===== src/rtl/instr_fetch_unit.sv =====
// rtl/instr_fetch_unit.sv - RV32IM fetch stage: fetch PC, credit-limited IMem requests, instruction queue, redirect flush; FETCH_BYPASS_EN enables 0-cycle response bypass
module instr_fetch_unit #(
  parameter int unsigned      WIDTH       = 32,
  parameter int unsigned      INSTR_WIDTH = 32,
  parameter logic [WIDTH-1:0] RESET_PC    = '0,
  parameter int unsigned      QUEUE_DEPTH = 2
) (
  input  logic                   clk,
  input  logic                   rst_n,
  output logic                   IMem_Req_Valid,
  input  logic                   IMem_Req_Ready,
  output logic [WIDTH-1:0]       IMem_Req_Addr,
  input  logic                   IMem_Rsp_Valid,
  input  logic [INSTR_WIDTH-1:0] IMem_Rsp_Data,
  input  logic                   Redirect_Valid,
  input  logic [WIDTH-1:0]       Redirect_PC,
  output logic                   Instr_Valid,
  input  logic                   Instr_Ready,
  output logic [INSTR_WIDTH-1:0] Instr_RV32IM,
  output logic [WIDTH-1:0]       Instr_PC
);

  localparam int unsigned PW = (QUEUE_DEPTH > 1) ? $clog2(QUEUE_DEPTH) : 1;
  localparam int unsigned CW = PW + 1;
  localparam logic [INSTR_WIDTH-1:0] NOP     = INSTR_WIDTH'(32'h0000_0013);
  localparam logic [CW-1:0]          DEPTH_C = CW'(QUEUE_DEPTH);
  localparam logic [CW:0]            DEPTH_W = (CW+1)'(QUEUE_DEPTH);

  // Control state
  logic             started_q;
  logic [WIDTH-1:0] fetch_pc_q, fetch_pc_d;
  logic [CW-1:0]    outstanding_q, outstanding_d;
  logic [CW-1:0]    drop_q, drop_d;
  logic [CW-1:0]    count_q, count_d;
  logic [WIDTH-1:0] last_pc_q;

  // In-flight PC FIFO: one entry per handshaken request, popped by every response
  logic [WIDTH-1:0] infl_pc_q [QUEUE_DEPTH];
  logic [PW-1:0]    infl_wr_q, infl_rd_q;

  // Instruction queue toward decode
  logic [INSTR_WIDTH-1:0] q_instr_q [QUEUE_DEPTH];
  logic [WIDTH-1:0]       q_pc_q    [QUEUE_DEPTH];
  logic [PW-1:0]          q_wr_q, q_rd_q;

  logic             req_hs;
  logic             rsp_drop;
  logic             rsp_keep;
  logic             bypass;
  logic             q_push;
  logic             q_pop;
  logic             q_empty;
  logic             q_full;
  logic [CW:0]      credit_used;
  logic [WIDTH-1:0] redirect_tgt;

  // Credit covers both unreturned requests and queued entries, so a response always has a slot
  assign credit_used    = {1'b0, outstanding_q} + {1'b0, count_q};
  assign IMem_Req_Valid = started_q && (credit_used < DEPTH_W) && !Redirect_Valid;
  assign IMem_Req_Addr  = fetch_pc_q;
  assign req_hs         = IMem_Req_Valid && IMem_Req_Ready;
  assign redirect_tgt   = {Redirect_PC[WIDTH-1:2], 2'b00};

  // A response is discarded if it belongs to a pre-redirect request or lands on a redirect cycle
  assign rsp_drop = IMem_Rsp_Valid && (Redirect_Valid || (drop_q != '0));
  assign rsp_keep = IMem_Rsp_Valid && !rsp_drop;

  assign q_empty = (count_q == '0);
  assign q_full  = (count_q == DEPTH_C);

`ifdef FETCH_BYPASS_EN
  assign bypass = rsp_keep && q_empty && Instr_Ready;
`else
  assign bypass = 1'b0;
`endif

  assign q_push = rsp_keep && !bypass;
  assign q_pop  = !q_empty && Instr_Ready;

  // Decode-facing outputs: queue head, NOP with held PC when empty, optional same-cycle bypass
  always_comb begin
    Instr_Valid  = !q_empty;
    Instr_RV32IM = q_empty ? NOP : q_instr_q[q_rd_q];
    Instr_PC     = q_empty ? last_pc_q : q_pc_q[q_rd_q];
`ifdef FETCH_BYPASS_EN
    if (bypass) begin
      Instr_Valid  = 1'b1;
      Instr_RV32IM = IMem_Rsp_Data;
      Instr_PC     = infl_pc_q[infl_rd_q];
    end
`endif
  end

  // Next state for fetch PC, outstanding/drop counters and queue occupancy; redirect overrides all
  always_comb begin
    fetch_pc_d    = fetch_pc_q;
    outstanding_d = outstanding_q;
    drop_d        = drop_q;
    count_d       = count_q;

    if (req_hs) begin
      fetch_pc_d = fetch_pc_q + WIDTH'(4);
    end

    if (req_hs && !IMem_Rsp_Valid) begin
      outstanding_d = outstanding_q + CW'(1);
    end else if (!req_hs && IMem_Rsp_Valid) begin
      outstanding_d = outstanding_q - CW'(1);
    end

    if (IMem_Rsp_Valid && (drop_q != '0)) begin
      drop_d = drop_q - CW'(1);
    end

    if (q_push && !q_pop) begin
      count_d = count_q + CW'(1);
    end else if (!q_push && q_pop) begin
      count_d = count_q - CW'(1);
    end

    // No request issues on a redirect cycle, so everything still outstanding afterwards is stale
    if (Redirect_Valid) begin
      fetch_pc_d = redirect_tgt;
      drop_d     = outstanding_d;
      count_d    = '0;
    end
  end

  // Control registers; requests start the cycle after reset release
  always_ff @(posedge clk or negedge rst_n) begin
    if (!rst_n) begin
      started_q     <= 1'b0;
      fetch_pc_q    <= RESET_PC;
      outstanding_q <= '0;
      drop_q        <= '0;
      count_q       <= '0;
      last_pc_q     <= '0;
    end else begin
      started_q     <= 1'b1;
      fetch_pc_q    <= fetch_pc_d;
      outstanding_q <= outstanding_d;
      drop_q        <= drop_d;
      count_q       <= count_d;
      if (Instr_Valid) begin
        last_pc_q <= Instr_PC;
      end
    end
  end

  // FIFO pointers; the in-flight FIFO survives a redirect so dropped responses still pop their PC
  always_ff @(posedge clk or negedge rst_n) begin
    if (!rst_n) begin
      infl_wr_q <= '0;
      infl_rd_q <= '0;
      q_wr_q    <= '0;
      q_rd_q    <= '0;
    end else begin
      if (req_hs) begin
        infl_wr_q <= infl_wr_q + PW'(1);
      end
      if (IMem_Rsp_Valid) begin
        infl_rd_q <= infl_rd_q + PW'(1);
      end
      if (Redirect_Valid) begin
        q_wr_q <= '0;
        q_rd_q <= '0;
      end else begin
        if (q_push) begin
          q_wr_q <= q_wr_q + PW'(1);
        end
        if (q_pop) begin
          q_rd_q <= q_rd_q + PW'(1);
        end
      end
    end
  end

  // Storage arrays; contents are only meaningful under the pointers/counters above
  always_ff @(posedge clk) begin
    if (req_hs) begin
      infl_pc_q[infl_wr_q] <= fetch_pc_q;
    end
    if (q_push) begin
      q_instr_q[q_wr_q] <= IMem_Rsp_Data;
      q_pc_q[q_wr_q]    <= infl_pc_q[infl_rd_q];
    end
  end

  // Queue overflow or a response with nothing outstanding means the credit scheme was violated
  a_queue_no_overflow: assert property (@(posedge clk) disable iff (!rst_n)
    !(q_push && !q_pop && q_full));
  a_rsp_has_request: assert property (@(posedge clk) disable iff (!rst_n)
    !(IMem_Rsp_Valid && (outstanding_q == '0)));

endmodule


===== config.mk =====
export PLATFORM = sky130hd
export DESIGN_NAME = instr_fetch_unit
export DESIGN_NICKNAME = d
export VERILOG_FILES = /design/src/rtl/instr_fetch_unit.sv
export SDC_FILE = /design/constraint.sdc
export NUM_CORES = 1
export LEC_CHECK = 0
export ABC_AREA = 1
export CAP_MARGIN = 25
export CORE_ASPECT_RATIO = 0.6
export CORE_MARGIN = 2
export CORE_UTILIZATION = 35
export CTS_CLUSTER_SIZE = 40
export DETAILED_ROUTE_END_ITERATION = 10
export PLACE_DENSITY_LB_ADDON = 0.05
export SETUP_SLACK_MARGIN = 0.3
export SKIP_LAST_GASP = 1
export SYNTH_ARGS = -nofsm -noshare
export SYNTH_HDL_FRONTEND = slang
export SYNTH_SLANG_ARGS = --single-unit

===== constraint.sdc =====
create_clock -name clk -period 4.3 [get_ports clk]
set_input_delay 0.645 -clock clk [delete_from_list [all_inputs] [get_ports clk]]
set_output_delay 0.645 -clock clk [all_outputs]
set_load 0.05 [all_outputs]

==> results of run 1 <==
layer usage:
| layer | up-vias | GRT usage, % | wire [um] |
|---|---|---|---|
| li1 | 3650 | - | - |
| met1 | 3506 | 27.50 | 14670 |
| met2 | 164 | 25.46 | 11410 |
| met3 | 27 | 3.033 | 1276 |
| met4 | 0 | 3.056 | 344 |
| met5 | - | 0 | 0 |
worst max-delay path by stage:
| stage | slack [ns] | start | endpoint | depth (start not counted) |
|---|---|---|---|---|
| finish | 0.99 | outstanding_q[0] | IMem_Req_Valid | 7 |
| floorplan | 1.14 | outstanding_q[0] | infl_pc_q[0][10] | 7 |
| CTS | 0.96 | outstanding_q[0] | IMem_Req_Valid | 7 |
| global route | 0.86 | outstanding_q[0] | IMem_Req_Valid | 7 |
| global placement | 1.45 | Redirect_Valid | IMem_Req_Valid | 5 |
| detailed placement | 1.44 | Redirect_Valid | IMem_Req_Valid | 5 |
stage by stage:
step,total power [uW],cells
floorplan,6009,975
global placement,7872,1521
detailed placement,7896,1521
CTS,10230,1569
global route,10620,1569
finish,10100,1569
cell usage in the layout (no fill, tap or decap), types with 2 or more instances in the layout:
cell type / n
nand4_1: 3
o211ai_1: 3
nand2_2: 4
clkinv_1: 7
nand3_1: 31
xor2_1: 11
clkbuf_8: 4
mux2_2: 30
nor2_1: 82
clkinv_2: 3
inv_1: 51
bufinv_16: 3
o21bai_1: 8
edfxtp_1: 184
clkbuf_16: 26
clkbuf_1: 3
dfrtp_2: 2
xnor2_1: 2
ha_1: 2
a21oi_1: 122
nor2_2: 6
buf_4: 41
nor3_1: 4
o21ai_0: 24
nor2_4: 3
clkdlybuf4s50_1: 103
inv_2: 5
dfrtp_1: 71
buf_12: 32
conb_1: 3
nand2_1: 275
kinds of logic (layout without fill, tap and decap cells):
logic type	count (synthesis)	count (layout)	share of synthesized area (%)
other cells	2	3	0.06970
compound gates	162	162	7.884
flops	257	257	68.23
fa+ha+maj	3	3	0.4180
buf+inv	95	281	3.750
xor+xnor	13	13	1.057
mux	30	30	3.135
simple gates	412	412	15.46
critical path: cells and delay by family (launching register included):
family	cells	cell delay [ns]
buffers and inverters	3	0.88
adder cells (fa/ha/maj)	1	0.45
flip-flops	1	0.43
AND/OR/NAND/NOR	3	0.39
power groups by stage:
stage / sequential (uW) / clock, uW / combinational, uW
finish: 3460 / 2300 / 4330
global route: 3520 / 2470 / 4630
CTS: 3470 / 2370 / 4390
detailed placement: 3520 / 0 / 4380
global placement: 3520 / 0 / 4360
floorplan: 3550 / 0 / 2460
layout make-up:
| type | count | area (um^2) |
|---|---|---|
| Fill cell | 2796 | 16120 |
| Sequential cell | 257 | 7355 |
| Multi-Input combinational cell | 623 | 3043 |
| Timing Repair Buffer | 176 | 1979 |
| Clock buffer | 33 | 716.9 |
| Tap cell | 408 | 510.5 |
| Inverter | 57 | 214.0 |
| Clock inverter | 15 | 160.2 |
flip-flops by register name (all words and copies together) (netlist names):
name / cells
IMem_Req_Addr: 30
q_wr_q: 1
infl_pc_q: 60
drop_q: 2
started_q: 1
last_pc_q: 32
q_rd_q: 1
infl_rd_q: 1
count_q: 2
outstanding_q: 2
q_pc_q: 60
infl_wr_q: 1
q_instr_q: 64
==> impl_metrics.ini, run 1 <==
[status]
status = finished clean

[clock_network]
clockBufferDepth = 3
cts_made_buffers = 26
clk_pin_slew_ns = 0.06
cts_max_level = 1
clk_latency_ns = 0.54
cts-hold-fix-buffers = 0
cts.sink_count = 257
cts_tree = built
cts.repair.resized = 0
root_buffer = clkbuf_16
post_cts_buffers = 0

[placed_design]
hpwl_um = 18370
place.port_buffers = 163
pre_cts_slack_ns = 1.443
place_area_um2 = 13100
routabilityCongestion = 0.8230

[synth]
netlist_top_cells_area = edfxtp_1 (51%), dfrtp_1 (17%), nand2_1 (9.6%)
synth_seq_area_share_pct = 68.23
syn_area_um2 = 10780
ys.flop_type = edfxtp_1
synth_edf_count = 184
avgSynthCellArea_um2 = 11.06
synth.largest_area_cell = edfxtp_1
synth_common_cells = nand2_1 (275), edfxtp_1 (184), a21oi_1 (122)
yosysWarningCount = 0
synth_cells = 974
yosysTopAreaCellShare_pct = 51.28
synth.most_common_cell = nand2_1
yosysUniqueCellTypes = 38
synth.ff_latch_count = 257
async_flop_share_pct = 28.40

[sta]
slew_violations = 0
hold_viol = 0
fin_crit_ns = 3.314
setup_tns_ns = 0
slew_headroom_pct = 43.26
fin_worst_skew_ns = 0.01930
finalSetupViolCount = 0
post-route-period-util_pct = 77.07
rsz0062_at_grt = false
holdWs_ns = 0.1815
worstMarginPinSlew_ns = 0.8511
max_freq_mhz = 301.8
fin_ws_ns = 0.9861

[setup_path]
regToRegStartpoint = outstanding_q[0]
crit_slowest_cell = clkdlybuf4s50_1
path_max_fanout = 4
ff2ff_path_depth = 10
cp.arrival_ns = 2.67
cp-start-kind = flip-flop
cpPeakStageDelay_ns = 0.79
worstPathRequired_ns = 3.65
worstSetupPathType = flip-flop to output port
crit_chain = nand2_1 -> inv_1 -> fa_1 -> nor2_2 -> nand2_1 -> inv_1 -> clkdlybuf4s50_1
reg2reg_slack_ns = 1.76
r2r_end = IMem_Req_Addr[23]
endpoint_kind = output port

[cells_and_area]
fin_nets = 1214
area_growth_pct = 29.73
final_area_um2 = 13980
antenna_cells = 0
utilization_pct = 46.44
layout-drive-gt1-share_pct = 14.21

[pwr]
netSwitchingPower_uw = 4035
netSwitchingFraction_pct = 39.95
p_seq_share_pct = 34.3
power.density_nw_per_um2 = 722.7
combPwrFrac_pct = 42.9
clockPowerShare_pct = 22.8
p_leak_uw = 0.005388
irDropWorstVdd_v = 0.0003034
internal_power_uw = 6066

[grt]
grt.total_usage_pct = 17.50
overflow = 0
first_global_vias = 7268
grt_max_degree = 63
grt_pass1_wl_um = 43410
antenna_found_initial = 0

[floorplanning]
dieArea_um2 = 32250
die_h_um = 139.9
die_width_um = 230.5
core_area_um2 = 30100
std_cell_rows = 49
initial_core_util_pct = 35.80
ios = 168

[drt]
drtPass1Iterations = 5
wirelength_um = 27700
vias = 7347
drt_iter0_markers = 522
drc = 0
routed_via_density = 4.683
ant_nets = 0
wl_per_cell_um = 17.66

[hold_path]
hold_path_class = primary input to async pin

[flow_run]
cap_violations = 0
No activity file was read; power rests on OpenSTA's default activity.
==> run 2: changes to the inputs <==
==> constraint.sdc (replaced) <==
create_clock -name clk -period 2.7 [get_ports clk]
set_input_delay 0.405 -clock clk [delete_from_list [all_inputs] [get_ports clk]]
set_output_delay 0.405 -clock clk [all_outputs]
set_load 0.05 [all_outputs]
==> run 2 against run 1 <==
Against the previous run:
- critical endpoint unchanged
- cell count grew 2.1%
- first-iteration DRC count shrank 9.6%
- sequential share of layout area down 4.6 points
- largest cell class unchanged
- core utilization up 4.5 points
- clock power up 55%
==> impl_metrics.ini, run 2 (synthesis gave the netlist of run 1 again) <==
[status]
status = finished clean

[drt]
drt_iter0_markers = 472
drc = 0
wl_per_cell_um = 18.34
drtPass1Iterations = 5
routed_via_density = 4.692
vias = 7517
wirelength_um = 29380
ant_nets = 0

[floorplanning]
ios = 168
core_area_um2 = 30100
initial_core_util_pct = 35.80
die_width_um = 230.5
std_cell_rows = 49
die_h_um = 139.9
dieArea_um2 = 32250

[cells_and_area]
final_area_um2 = 15320
layout-drive-gt1-share_pct = 25.13
fin_nets = 1247
final_common_cell = nand2_1
largest_register_ffs = 64
antenna_cells = 0
layout_common_cells = nand2_1 (274), edfxtp_1 (184), clkdlybuf4s50_1 (80), buf_12 (80), a21oi_2 (73)
largest_registers = q_instr_q (64), infl_pc_q (60), q_pc_q (60)
largest_register = q_instr_q
stdcell_count = 1602
area_growth_pct = 42.16

[hold_path]
hold_path_class = primary input to async pin

[setup_path]
ff2ff_path_depth = 7
cp.arrival_ns = 2.02
worstSetupPathType = flip-flop to output port
reg2reg_slack_ns = 0.50
regToRegStartpoint = count_q[0]
endpoint_kind = output port
path_max_fanout = 4
cp-start-kind = flip-flop
r2r_end = infl_pc_q[1][24]
worstPathRequired_ns = 2.30

[sta]
fin_worst_skew_ns = 0.02122
hold_viol = 0
slew_headroom_pct = 54.67
post-route-period-util_pct = 89.66
worstMarginPinSlew_ns = 0.6799
setup_tns_ns = 0
rsz0062_at_grt = true
fin_crit_ns = 2.421
max_freq_mhz = 413.1
finalSetupViolCount = 0
slew_violations = 0

[clock_network]
clk_pin_slew_ns = 0.06
clk_latency_ns = 0.55
cts_made_buffers = 26
root_buffer = clkbuf_16
cts_max_level = 1
cts_tree = built
cts.sink_count = 257
clockBufferDepth = 3

[grt]
antenna_found_initial = 0
grt.total_usage_pct = 18.34
overflow = 0
grt_max_degree = 43
grt_pass1_wl_um = 45060
first_global_vias = 7419

[pwr]
power.density_nw_per_um2 = 1156
netSwitchingPower_uw = 7009
netSwitchingFraction_pct = 39.57
combPwrFrac_pct = 49.3
internal_power_uw = 10710
p_seq_share_pct = 30.5
irDropWorstVdd_v = 0.0004932
clockPowerShare_pct = 20.1
p_leak_uw = 0.005903

[placed_design]
place_area_um2 = 13760
placedCellCount = 1539
place.port_buffers = 163
hpwl_um = 19360
routabilityCongestion = 0.8303

[flow_run]
cap_violations = 0
[run 2: power by group through the flow]
| stage | logic (uW) | clock network [uW] | registers [uW] |
|---|---|---|---|
| floorplan | 3930 | 0 | 5650 |
| global placement | 7810 | 0 | 5470 |
| detailed placement | 7840 | 0 | 5480 |
| CTS | 8490 | 3660 | 5390 |
| global route | 9270 | 3810 | 5480 |
| finish | 8740 | 3570 | 5410 |
[run 2: critical path, cell delays in order (launching register included)]
cell and delay [ns]:
dfrtp_2 0.44, nand2_1 0.07, inv_1 0.04, fa_1 0.48, nor2_4 0.17, nand2_1 0.08
inv_2 0.07, buf_12 0.13
[run 2: routing by layer]
layer,wire length [um],vias up,track usage (%)
met1,15190,3601,28.90
met4,422,0,3.497
met3,1463,29,3.603
met5,0,-,0
li1,-,3721,-
met2,12300,166,26.11
[run 2: area by class of cell]
cell class	instances	area, um^2
flip-flops and latches	257	7358
clock buffers	38	725.7
fillers	2723	14780
repair buffers	209	2939
multi-input cells	623	3441
inverters	57	231.5
well taps	408	510.5
clock inverters	10	112.6
[run 2: metrics by stage]
step	worst slack, ns	hold slack (ns)	utilization [%]	power (uW)
3_5_place_dp	0.2972	0.4810	45.70	13330
2_1_floorplan	0.03419	0.1094	-	9575
4_1_cts	0.2442	0.4093	49.85	17550
6_report	0.2792	0.4355	50.89	17710
5_1_grt	0.1978	0.4086	50.89	18570
3_3_place_gp	0.3048	0.4753	45.70	13280
[run 2: how the worst max path moves through the flow]
stage | end | from | slack, ns | depth (start not counted)
floorplan | infl_pc_q[0][10] | outstanding_q[0] | 0.03 | 7
global placement | IMem_Req_Addr[7] | count_q[0] | 0.30 | 9
detailed placement | IMem_Req_Addr[7] | count_q[0] | 0.30 | 9
CTS | IMem_Req_Valid | count_q[0] | 0.24 | 7
global route | IMem_Req_Valid | count_q[0] | 0.20 | 7
finish | IMem_Req_Valid | count_q[0] | 0.28 | 7
[run 2: what timing repair did]
action                     CTS  global route
hold endpoints to repair    41             0
hold buffers                 1             0
setup endpoints to repair   76            80
resized for setup           84            61
gates cloned                 3             2
buffers inserted             6             3
pin swaps                    7             7
==> run 3: changes to the inputs <==
==> constraint.sdc (replaced) <==
create_clock -name clk -period 2.6 [get_ports clk]
set_input_delay 0.39 -clock clk [delete_from_list [all_inputs] [get_ports clk]]
set_output_delay 0.39 -clock clk [all_outputs]
set_load 0.05 [all_outputs]
==> run 3 against run 2 <==
Against the previous run:
- clock-buffer cell count decreased by 4
- final area increased by 0.16%
- sequential power increased by 3%
- worst setup slack got worse by 0.047 ns
- register-to-register slack got worse by 0.18 ns
- cell count decreased by 0.19%
- largest power group unchanged
- wire length decreased by 1.1%
- flip-flop and latch count unchanged
- die area unchanged
- clock skew decreased by 0.0068 ns
- hold slack got worse by 0.24 ns
- combinational power increased by 5.7%
==> impl_metrics.ini, run 3 (synthesis gave the netlist of run 1 again) <==
[clock_network]
clockBufferDepth = 3
clk_pin_slew_ns = 0.06
clk_latency_ns = 0.54
root_buffer = clkbuf_16
cts_made_buffers = 26
cts_tree = built
cts.sink_count = 257
cts_max_level = 1

[sta]
rsz0062_at_grt = true
fin_crit_ns = 2.367
finalSetupViolCount = 0
holdWs_ns = 0.1975
slew_violations = 0
slew_headroom_pct = 58.52
max_freq_mhz = 422.4
hold_viol = 0
setup_tns_ns = 0
worstMarginPinSlew_ns = 0.6203
post-route-period-util_pct = 91.06
fin_worst_skew_ns = 0.01441

[setup_path]
worstSetupPathType = flip-flop to output port
cp.arrival_ns = 1.98
path_max_fanout = 3
cpPeakStageDelay_ns = 0.50
critical_path.most_common_cell = buf_12
endpoint_kind = output port
crit_slowest_cell = fa_1
cp-start-kind = flip-flop
worstPathRequired_ns = 2.21
crit_chain = buf_12 -> fa_1 -> nor2_4 -> nand2_2 -> inv_2 -> buf_12

[floorplanning]
die_h_um = 139.9
die_width_um = 230.5
core_area_um2 = 30100
initial_core_util_pct = 35.80
dieArea_um2 = 32250
ios = 168
std_cell_rows = 49

[placed_design]
routabilityCongestion = 0.8400
place_area_um2 = 13730
hpwl_um = 19280
place.port_buffers = 163

[drt]
top_layer_used = met4
ant_nets = 0
routed_via_density = 4.752
drc = 0
routed-wl-met3_um = 1300
wl_per_cell_um = 18.18
wirelength_um = 29060
drtPass1Iterations = 5
drt_iter0_markers = 526
wl_met1_um = 14920
vias = 7598
wl_met2_um = 12350

[cells_and_area]
fin_nets = 1246
area_growth_pct = 42.39
nFillCells = 2692
largest_register_ffs = 64
layout_common_cells = nand2_1 (273), edfxtp_1 (184), nor2_1 (82), buf_12 (79), dfrtp_1 (70)
largest_registers = q_instr_q (64), infl_pc_q (60), q_pc_q (60)
final_area_um2 = 15340
antenna_cells = 0
largest_register = q_instr_q
layout-drive-gt1-share_pct = 24.27
final_common_cell = nand2_1

[grt]
grt_max_degree = 45
first_global_vias = 7315
overflow = 0
grt.total_usage_pct = 17.75
grt_pass1_wl_um = 43950
antenna_found_initial = 0

[pwr]
power.density_nw_per_um2 = 1198
irDropWorstVdd_v = 0.0004700
p_leak_uw = 0.005848

[flow_run]
cap_violations = 0

[status]
status = finished clean

[hold_path]
hold_path_class = primary input to async pin
## run 3: cell count changes in the layout (fill, tap and decap cells not counted), sizes merged, moves of 2 or more
cell / change
inv: +2
dlymetal6s2s: -6
dlygate4sd2: +17
bufbuf: -2
clkdlybuf4s50: -11
clkbuf: -3
## run 3: cell type report
class                      count  area, um^2  area share, %
timing repair buffer         208        2882          18.78
inverter                      57       231.5          1.509
clock inverter                12       93.84         0.6116
multi-input combinational    623        3570          23.27
sequential                   257        7356          47.94
clock buffer                  34       700.7          4.567
tap                          408       510.5          3.327
## run 3: through the flow
stage               cells  utilization, %  setup WS (ns)  power [uW]
global placement     1536           45.61         0.3508       13760
finish               1599           50.97         0.2325       18390
detailed placement   1536           45.61         0.3209       13820
CTS                  1591           49.46         0.1513       17970
floorplan             975               -         0.3081        9953
global route         1599           50.97         0.1536       19230
## run 3: worst max-delay path, delay by kind of cell (launching register included)
kind	cells	cell delay [ns]
fa+ha+maj	1	0.50
buf+inv	3	0.33
flops	1	0.42
simple gates	2	0.18
## run 3: layer usage
| layer | up-vias | GRT usage, % |
|---|---|---|
| met2 | 152 | 25.29 |
| met1 | 3699 | 28.22 |
| met4 | 0 | 3.497 |
| met3 | 35 | 3.033 |
| met5 | - | 0 |
| li1 | 3712 | - |
## run 3: worst paths after layout
check                                   from          endpoint  cells past startpoint  slack (ns)
hold / removal                         rst_n  outstanding_q[1]                      2        0.20
min in group clk           IMem_Rsp_Data[18]  q_instr_q[0][18]                      1        0.43
hold reg to reg                 last_pc_q[1]      last_pc_q[1]                      2        0.49
setup reg to reg                  count_q[1]  outstanding_q[1]                     11        0.32
setup / recovery                  count_q[1]    IMem_Req_Valid                      6        0.23
max in group asynchronous              rst_n     last_pc_q[17]                      3        1.78
## run 3: timing repair
action | 4_1_cts | 5_1_grt
pin swaps | 5 | 8
buffers inserted | 6 | 5
gates cloned | 2 | 3
endpoints found under the setup margin | 92 | 149
hold endpoints to repair | 73 | 0
hold buffers | 1 | 0
gates resized for setup | 96 | 73
## run 3: report_power, final
part	switching [uW]	leakage (uW)	internal (uW)	total [uW]
clock network	1560	0.000391	1990	3550
logic	5410	0.00293	3840	9240
registers	412	0.00252	5180	5590
